**src/rtl/alu_shift_unit_pkg.sv**
```systemverilog
// ============================================================================
// Module   : alu_shift_unit_pkg
// Purpose  : Shared encodings and widths for the ALU / barrel-shifter slice.
// Revision : 1.0 - initial release
// ============================================================================
`default_nettype none

package alu_shift_unit_pkg;

  localparam int DATA_W  = 16;
  localparam int SHAMT_W = 4;

  typedef enum logic [2:0] {
    OP_PASS  = 3'b000,
    OP_ADD   = 3'b001,
    OP_SUB   = 3'b010,
    OP_AND   = 3'b011,
    OP_SHIFT = 3'b100
  } alu_op_e;

  typedef enum logic [1:0] {
    SH_LSL = 2'b00,
    SH_LSR = 2'b01,
    SH_ASR = 2'b10,
    SH_ROR = 2'b11
  } shift_type_e;

endpackage

`default_nettype wire

```
**src/rtl/alu_barrel_shifter.sv**
```systemverilog
// ============================================================================
// Module   : alu_barrel_shifter
// Purpose  : Combinational 16-bit barrel shifter (LSL/LSR/ASR/ROR).
//            Rotate logic exists only when ALU_SHIFT_ROR_EN is defined.
// Revision : 1.0 - initial release
// ============================================================================
`default_nettype none

module alu_barrel_shifter
  import alu_shift_unit_pkg::*;
(
  input  logic [1:0]         shift_type,
  input  logic [SHAMT_W-1:0] amount,
  input  logic [DATA_W-1:0]  data_in,
  output logic [DATA_W-1:0]  data_out
);

`ifdef ALU_SHIFT_ROR_EN
  localparam logic [SHAMT_W:0] c_ROR_SPAN = (SHAMT_W+1)'(DATA_W);

  logic [DATA_W-1:0] w_ror;

  // A left shift by the full width yields zero, so amount 0 falls out naturally.
  assign w_ror = (data_in >> amount) | (data_in << (c_ROR_SPAN - {1'b0, amount}));
`endif

  always_comb begin
    data_out = data_in;
    case (shift_type)
      SH_LSL:  data_out = data_in << amount;
      SH_LSR:  data_out = data_in >> amount;
      SH_ASR:  data_out = $signed(data_in) >>> amount;
`ifdef ALU_SHIFT_ROR_EN
      SH_ROR:  data_out = w_ror;
`else
      SH_ROR:  data_out = data_in;
`endif
      default: data_out = data_in;
    endcase
  end

endmodule

`default_nettype wire

```
**src/rtl/alu_shift_unit.sv**
```systemverilog
// ============================================================================
// Module   : alu_shift_unit
// Purpose  : Combinational ALU with barrel shifter and a registered zero flag.
//            Optional macro: ALU_SHIFT_ROR_EN enables rotate-right.
// Revision : 1.0 - initial release
// ============================================================================
`default_nettype none

module alu_shift_unit
  import alu_shift_unit_pkg::*;
(
  input  logic              Clock,
  input  logic              Resetn,
  input  logic [DATA_W-1:0] bus_in,
  input  logic [DATA_W-1:0] a_in,
  input  logic [2:0]        op,
  input  logic [1:0]        shift_type,
  input  logic              f_en,
  output logic [DATA_W-1:0] result,
  output logic              zero,
  output logic              f_flag
);

  logic [DATA_W-1:0] w_shift_out;
  logic              r_f_flag;

  alu_barrel_shifter u_shifter (
    .shift_type (shift_type),
    .amount     (bus_in[SHAMT_W-1:0]),
    .data_in    (a_in),
    .data_out   (w_shift_out)
  );

  // Reserved opcodes behave as PASS.
  always_comb begin
    result = bus_in;
    case (op)
      OP_PASS:  result = bus_in;
      OP_ADD:   result = a_in + bus_in;
      OP_SUB:   result = a_in - bus_in;
      OP_AND:   result = a_in & bus_in;
      OP_SHIFT: result = w_shift_out;
      default:  result = bus_in;
    endcase
  end

  assign zero = (result == '0);

  always_ff @(posedge Clock or negedge Resetn) begin
    if (!Resetn) begin
      r_f_flag <= 1'b0;
    end else if (f_en) begin
      r_f_flag <= zero;
    end
  end

  assign f_flag = r_f_flag;

endmodule

`default_nettype wire

```
**config.mk**
```make
export PLATFORM = sky130hd
export DESIGN_NAME = alu_shift_unit
export DESIGN_NICKNAME = d
export VERILOG_FILES = /design/src/rtl/alu_shift_unit_pkg.sv /design/src/rtl/alu_barrel_shifter.sv /design/src/rtl/alu_shift_unit.sv
export SDC_FILE = /design/constraint.sdc
export NUM_CORES = 1
export LEC_CHECK = 0
export BUFFER_PORTS_ARGS = -buffer_cell sky130_fd_sc_hd__buf_2
export CORE_ASPECT_RATIO = 1.2
export CORE_UTILIZATION = 40
export CTS_CLUSTER_SIZE = 14
export DETAILED_ROUTE_END_ITERATION = 8
export PLACE_DENSITY = 0.68
export SYNTH_ARGS = -nofsm -noshare
export SYNTH_HDL_FRONTEND = slang
export SYNTH_SLANG_ARGS = --single-unit
```
**constraint.sdc**
```tcl
create_clock -name Clock -period 7.25 [get_ports Clock]
set_input_delay 0.725 -clock Clock [delete_from_list [all_inputs] [get_ports Clock]]
set_output_delay 0.725 -clock Clock [all_outputs]
set_load 0.05 [all_outputs]
```
### After elaboration in Yosys (flattened, before gate mapping)

Cells that the tools add are included.

* logic and storage cells: 18
* register bits after elaboration: 1

* reduce and logical (&&, ||, !) cells: 2
* bitwise operators: 1
* multiplexer cells: 2
* add/sub/neg operators: 2
* eq/ne operators: 7
* shifts and indexed selects: 3

Operators with widths (count)
* $pmux 16 s4: 2
* $add 16x16->16: 1
* $and 16x16->16: 1
* $logic_not 16->1: 1
* $shl 16x4->16: 1
* $shr 16x4->16: 1
* $sshr 16x4->16: 1
* $sub 16x16->16: 1
* $eq 3x2->1 const B: 2
* $eq 2x2->1 const B: 2
* $eq 3x1->1 const B: 1
* $eq 3x3->1 const B: 1
* $eq 2x1->1 const B: 1
* $logic_not 2->1: 1

### Depth between registers and ports, before layout

* depth in word-level cells: 4
* gate-level depth with buffers: 19
* depth with buffers taken out: 16

### By module

From an unflattened synthesis, not the netlist that was laid out.

* cells, all modules: 514
* area total of the unflattened synthesis: 3684.8 µm²

Modules (own cells, without submodules)
* alu_shift_unit: times used 1, cells an instance 253, sequential area each 25.0 µm², area an instance 1845.5 µm²
* alu_barrel_shifter: times used 1, cells an instance 261, sequential area each 0.0 µm², area an instance 1839.3 µm²

### Least setup slack after synthesis

OpenSTA, ideal clock, no wires.

* path kind: input port to output port
* start point: input bus_in[0]
* end point: output zero
* slack: 1639 ps
* arrival time: 4886 ps
* path buffers: 3
* cell stages on the path: 17
* cells stage by stage: buf_6 > buf_8 > inv_1 > buf_4 > ha_1 > nand2_1 > nand2_1 > xor2_1 > ha_1 > a21o_1 > a31oi_1 > a21oi_1 > or3_1 > a311o_1 > nor4_1 > nand4_1 > nor4_2

* longest elaborated chain between the ends: 4

Ends and longest elaborated chain
* start: declaration: line alu_shift_unit.sv:14 `input logic [DATA_W-1:0] bus_in,`
* branches (longest 2 deep; another with $sub 16x16->16)
* $pmux 16 s4 *: line alu_shift_unit.sv:37 `case (op)`
* named net result[7]: line alu_shift_unit.sv:19 `output logic [DATA_W-1:0] result,`
* $logic_not 16->1 *: line alu_shift_unit.sv:47 `assign zero = (result == '0);`
* end: declaration: line alu_shift_unit.sv:20 `output logic zero,`

Mark *: on every way through the listed nets, which the timed path passes.

### Worst setup path after layout

* start point: input bus_in[0]
* end point: output zero

* longest elaborated chain between the ends: 4

Ends and longest elaborated chain (line)
* branches (longest 2 deep; another with $sub 16x16->16)
* $pmux 16 s4 *: alu_shift_unit.sv:37
* $logic_not 16->1 *: alu_shift_unit.sv:47

Every way passes the cells marked *.

==> impl_metrics.py <==
metrics = {
    "route": {
        "avgRoutedWirePerCell_um": 22.6,
        "first_pass_iters": 5,
        "drt_iter0_drc": 631,
        "vias": 4769,
        "drt_wl_total_um": 15400,
        "drc": 0,
        "ant_nets": 0,
        "avgViaCountPerCell": 6.98,
    },
    "setup_path": {
        "critical_path.cell_chain": "buf_2 -> buf_4 -> nor3_1 -> nor2_1 -> xnor2_1 -> ha_1 -> a31oi_1 -> a21oi_1 -> or3_1 -> a311o_1 -> nor4_1 -> nand4_1 -> nor4_2 -> buf_2",
        "crit_fanout": 35,
        "max_stage_delay_ns": 0.92,
        "slowest_stage": "nor3_1",
        "worstSetupStartpointType": "primary input",
        "crit_top_cell": "buf_2",
        "end_kind": "primary output",
        "required_ns": 6.52,
        "critPathBufInv": 3,
        "crit_type": "in2out",
        "path_delay_family": "simple AND/OR/NAND/NOR gates",
        "cp.arrival_ns": 4.92,
    },
    "global_route": {
        "overflow": 0,
        "grt_antenna_before_repair": 0,
        "grt.total_usage_pct": 30.7,
        "grt_max_degree": 53,
        "grt_pass1_wl_um": 24200,
        "grt_pass1_vias": 4442,
    },
    "placed_design": {
        "routabilityCongestion": 1.01,
        "hpwl_um": 11400,
        "place_area_um2": 4020,
        "portBuffers": 57,
    },
    "cells_and_area": {
        "drive_gt1_share_pct": 15.3,
        "multi_input_area_um2": 3450,
        "syn_to_final_growth_pct": 6.47,
        "final_nets": 624,
        "n_antenna_cell": 0,
        "final_cell_area_um2": 4020,
        "largest_reg_flops": 1,
        "n_fill_cell": 972,
        "regArea_um2": 25.0,
    },
    "clocking": {
        "cts.repair.resized": 0,
        "hold_buffers": 0,
        "clk_pin_slew_ns": 0,
        "cts_setup_buffers": 0,
        "clkLatencyLatePin_ns": 0,
    },
    "synth": {
        "synthArstFlopShare_pct": 100,
        "yosys_warnings": 0,
        "ys_ff_latch": 1,
        "syn_area_um2": 3770,
        "synth.distinct_cells": 74,
        "synthesis.nets": 605,
        "syn_inst": 546,
        "synth_flop_cell": "dfrtp_1",
        "synth_edf_count": 0,
        "avgSynthCellArea_um2": 6.91,
        "yosysSeqAreaShare_pct": 0.663,
    },
    "die": {
        "start_util_pct": 41.5,
        "rows": 38,
        "fp.dieW_um": 90.7,
        "fp.dieH_um": 108,
        "ios": 58,
        "core_um2": 9080,
        "dieArea_um2": 9820,
    },
    "timing": {
        "relSlewSlack_pct": 27.6,
        "drv_slew": 0,
        "tns_ns": 0,
        "worstMarginPinSlew_ns": 1.08,
        "final.min_clock_period_ns": 5.64,
        "rsz0062_at_grt": "false",
        "fin_crit_sh_pct": 77.8,
        "fin_worst_skew_ns": 0,
        "hold_viol": 0,
        "holdWs_ns": 0.500,
        "setup_viol": 0,
        "max_freq_ghz": 0.177,
    },
    "job": {
        "maxCapViolCount": 0,
    },
    "pwr": {
        "fin_total_pwr_uw": 385,
        "power_density_nw_per_um2": 95.9,
        "p_leak_nw": 1.64,
        "ir_worst_vdd_mv": 0.0689,
    },
    "outcome": {
        "status": "complete, no violations",
    },
    "min_path": {
        "hp-class": "in2async",
    },
}
## where the power goes
group / switching, mW / total (mW) / leakage, nW / internal, mW
clock network: 0 / 0 / 0 / 0
logic: 0.253 / 0.379 / 1.63 / 0.127
registers: 0.00000339 / 0.00569 / 0.0140 / 0.00569
total: 0.253 / 0.385 / 1.64 / 0.132
## cells in the mapped netlist (7+ instances only)
master | number | area, um^2
a21o_1 | 9 | 67.6
a21oi_1 | 46 | 230
a31oi_1 | 9 | 56.3
and3_1 | 8 | 50.1
buf_1 | 8 | 30.0
clkbuf_1 | 22 | 82.6
ha_1 | 18 | 225
inv_1 | 18 | 67.6
mux2i_1 | 25 | 250
mux4_2 | 9 | 203
nand2_1 | 40 | 150
nand2b_1 | 9 | 56.3
nand3_1 | 12 | 60.1
nand4_1 | 9 | 56.3
nor2_1 | 54 | 203
nor2b_1 | 9 | 56.3
nor3_1 | 19 | 95.1
o2111ai_1 | 7 | 61.3
o211ai_1 | 7 | 52.6
o21ai_0 | 43 | 215
o22ai_1 | 8 | 50.1
or3_1 | 8 | 50.1
xnor2_1 | 11 | 96.3
xor2_1 | 9 | 78.8
## placed cells by master, fill, tap and decap left out, types with 5 or more instances in the layout
master / n
buf_2: 57
nor2b_1: 9
a21oi_1: 46
buf_4: 5
o221ai_1: 5
o21ai_0: 43
o211ai_1: 7
inv_1: 18
nor2_1: 54
a31oi_1: 9
nand3_1: 12
xnor2_1: 11
nand2b_1: 9
nand2_1: 40
nor3_1: 19
and3_1: 8
or3_1: 8
mux2_2: 6
o2111ai_1: 7
ha_1: 18
o22ai_1: 8
a21o_1: 9
or2_2: 5
nand4_1: 9
o31ai_1: 5
mux4_1: 6
xor2_1: 9
a211oi_1: 6
and2_1: 5
nor4_1: 5
mux2i_1: 25
mux4_2: 9
## path summary, 6_finish.rpt
kind,start,to,slack (ns),depth (start not counted)
worst min register to register,f_flag,f_flag,0.50,2
worst max register to register,f_flag,f_flag,6.61,2
min in group Clock,f_flag,f_flag,0.50,2
worst min-delay path,Resetn,f_flag,0.50,1
worst max-delay path,bus_in[0],zero,1.61,14
max in group asynchronous,Resetn,f_flag,6.66,1
## cell type report
class	instances	share of cell area [%]
well taps	120	3.74
flip-flops and latches	1	0.623
multi-input cells	482	85.9
repair buffers	62	8.04
inverters	18	1.68
## cell families (layout without fill, tap and decap cells)
logic type	count (synthesis)	count (layout)	share of synthesized area, %
adder cells (fa/ha/maj)	20	20	6.77
XOR/XNOR	20	20	4.64
multiplexers	47	47	18.4
AND/OR/NAND/NOR	200	200	26.8
buffers and inverters	63	80	7.86
flip-flops	1	1	0.663
AO/OA/AOI/OAI	195	195	34.9
## routing by layer
| metal | track usage (%) | vias up | share of wire [%] |
|---|---|---|---|
| li1 | - | 2156 | - |
| met1 | 39.0 | 2218 | 39 |
| met2 | 51.0 | 329 | 46 |
| met3 | 4.78 | 66 | 10 |
| met4 | 14.5 | 0 | 4.9 |
| met5 | 0 | - | 0 |
## stage by stage
stage	util (%)	setup WS, ns	cells
after CTS	44.2	1.76	683
after global placement	44.2	1.82	683
after floorplan	-	1.64	546
after global routing	44.2	1.30	683
after detailed placement	44.2	1.78	683
final	44.2	1.61	683
Power figures use the tool's default switching activity.
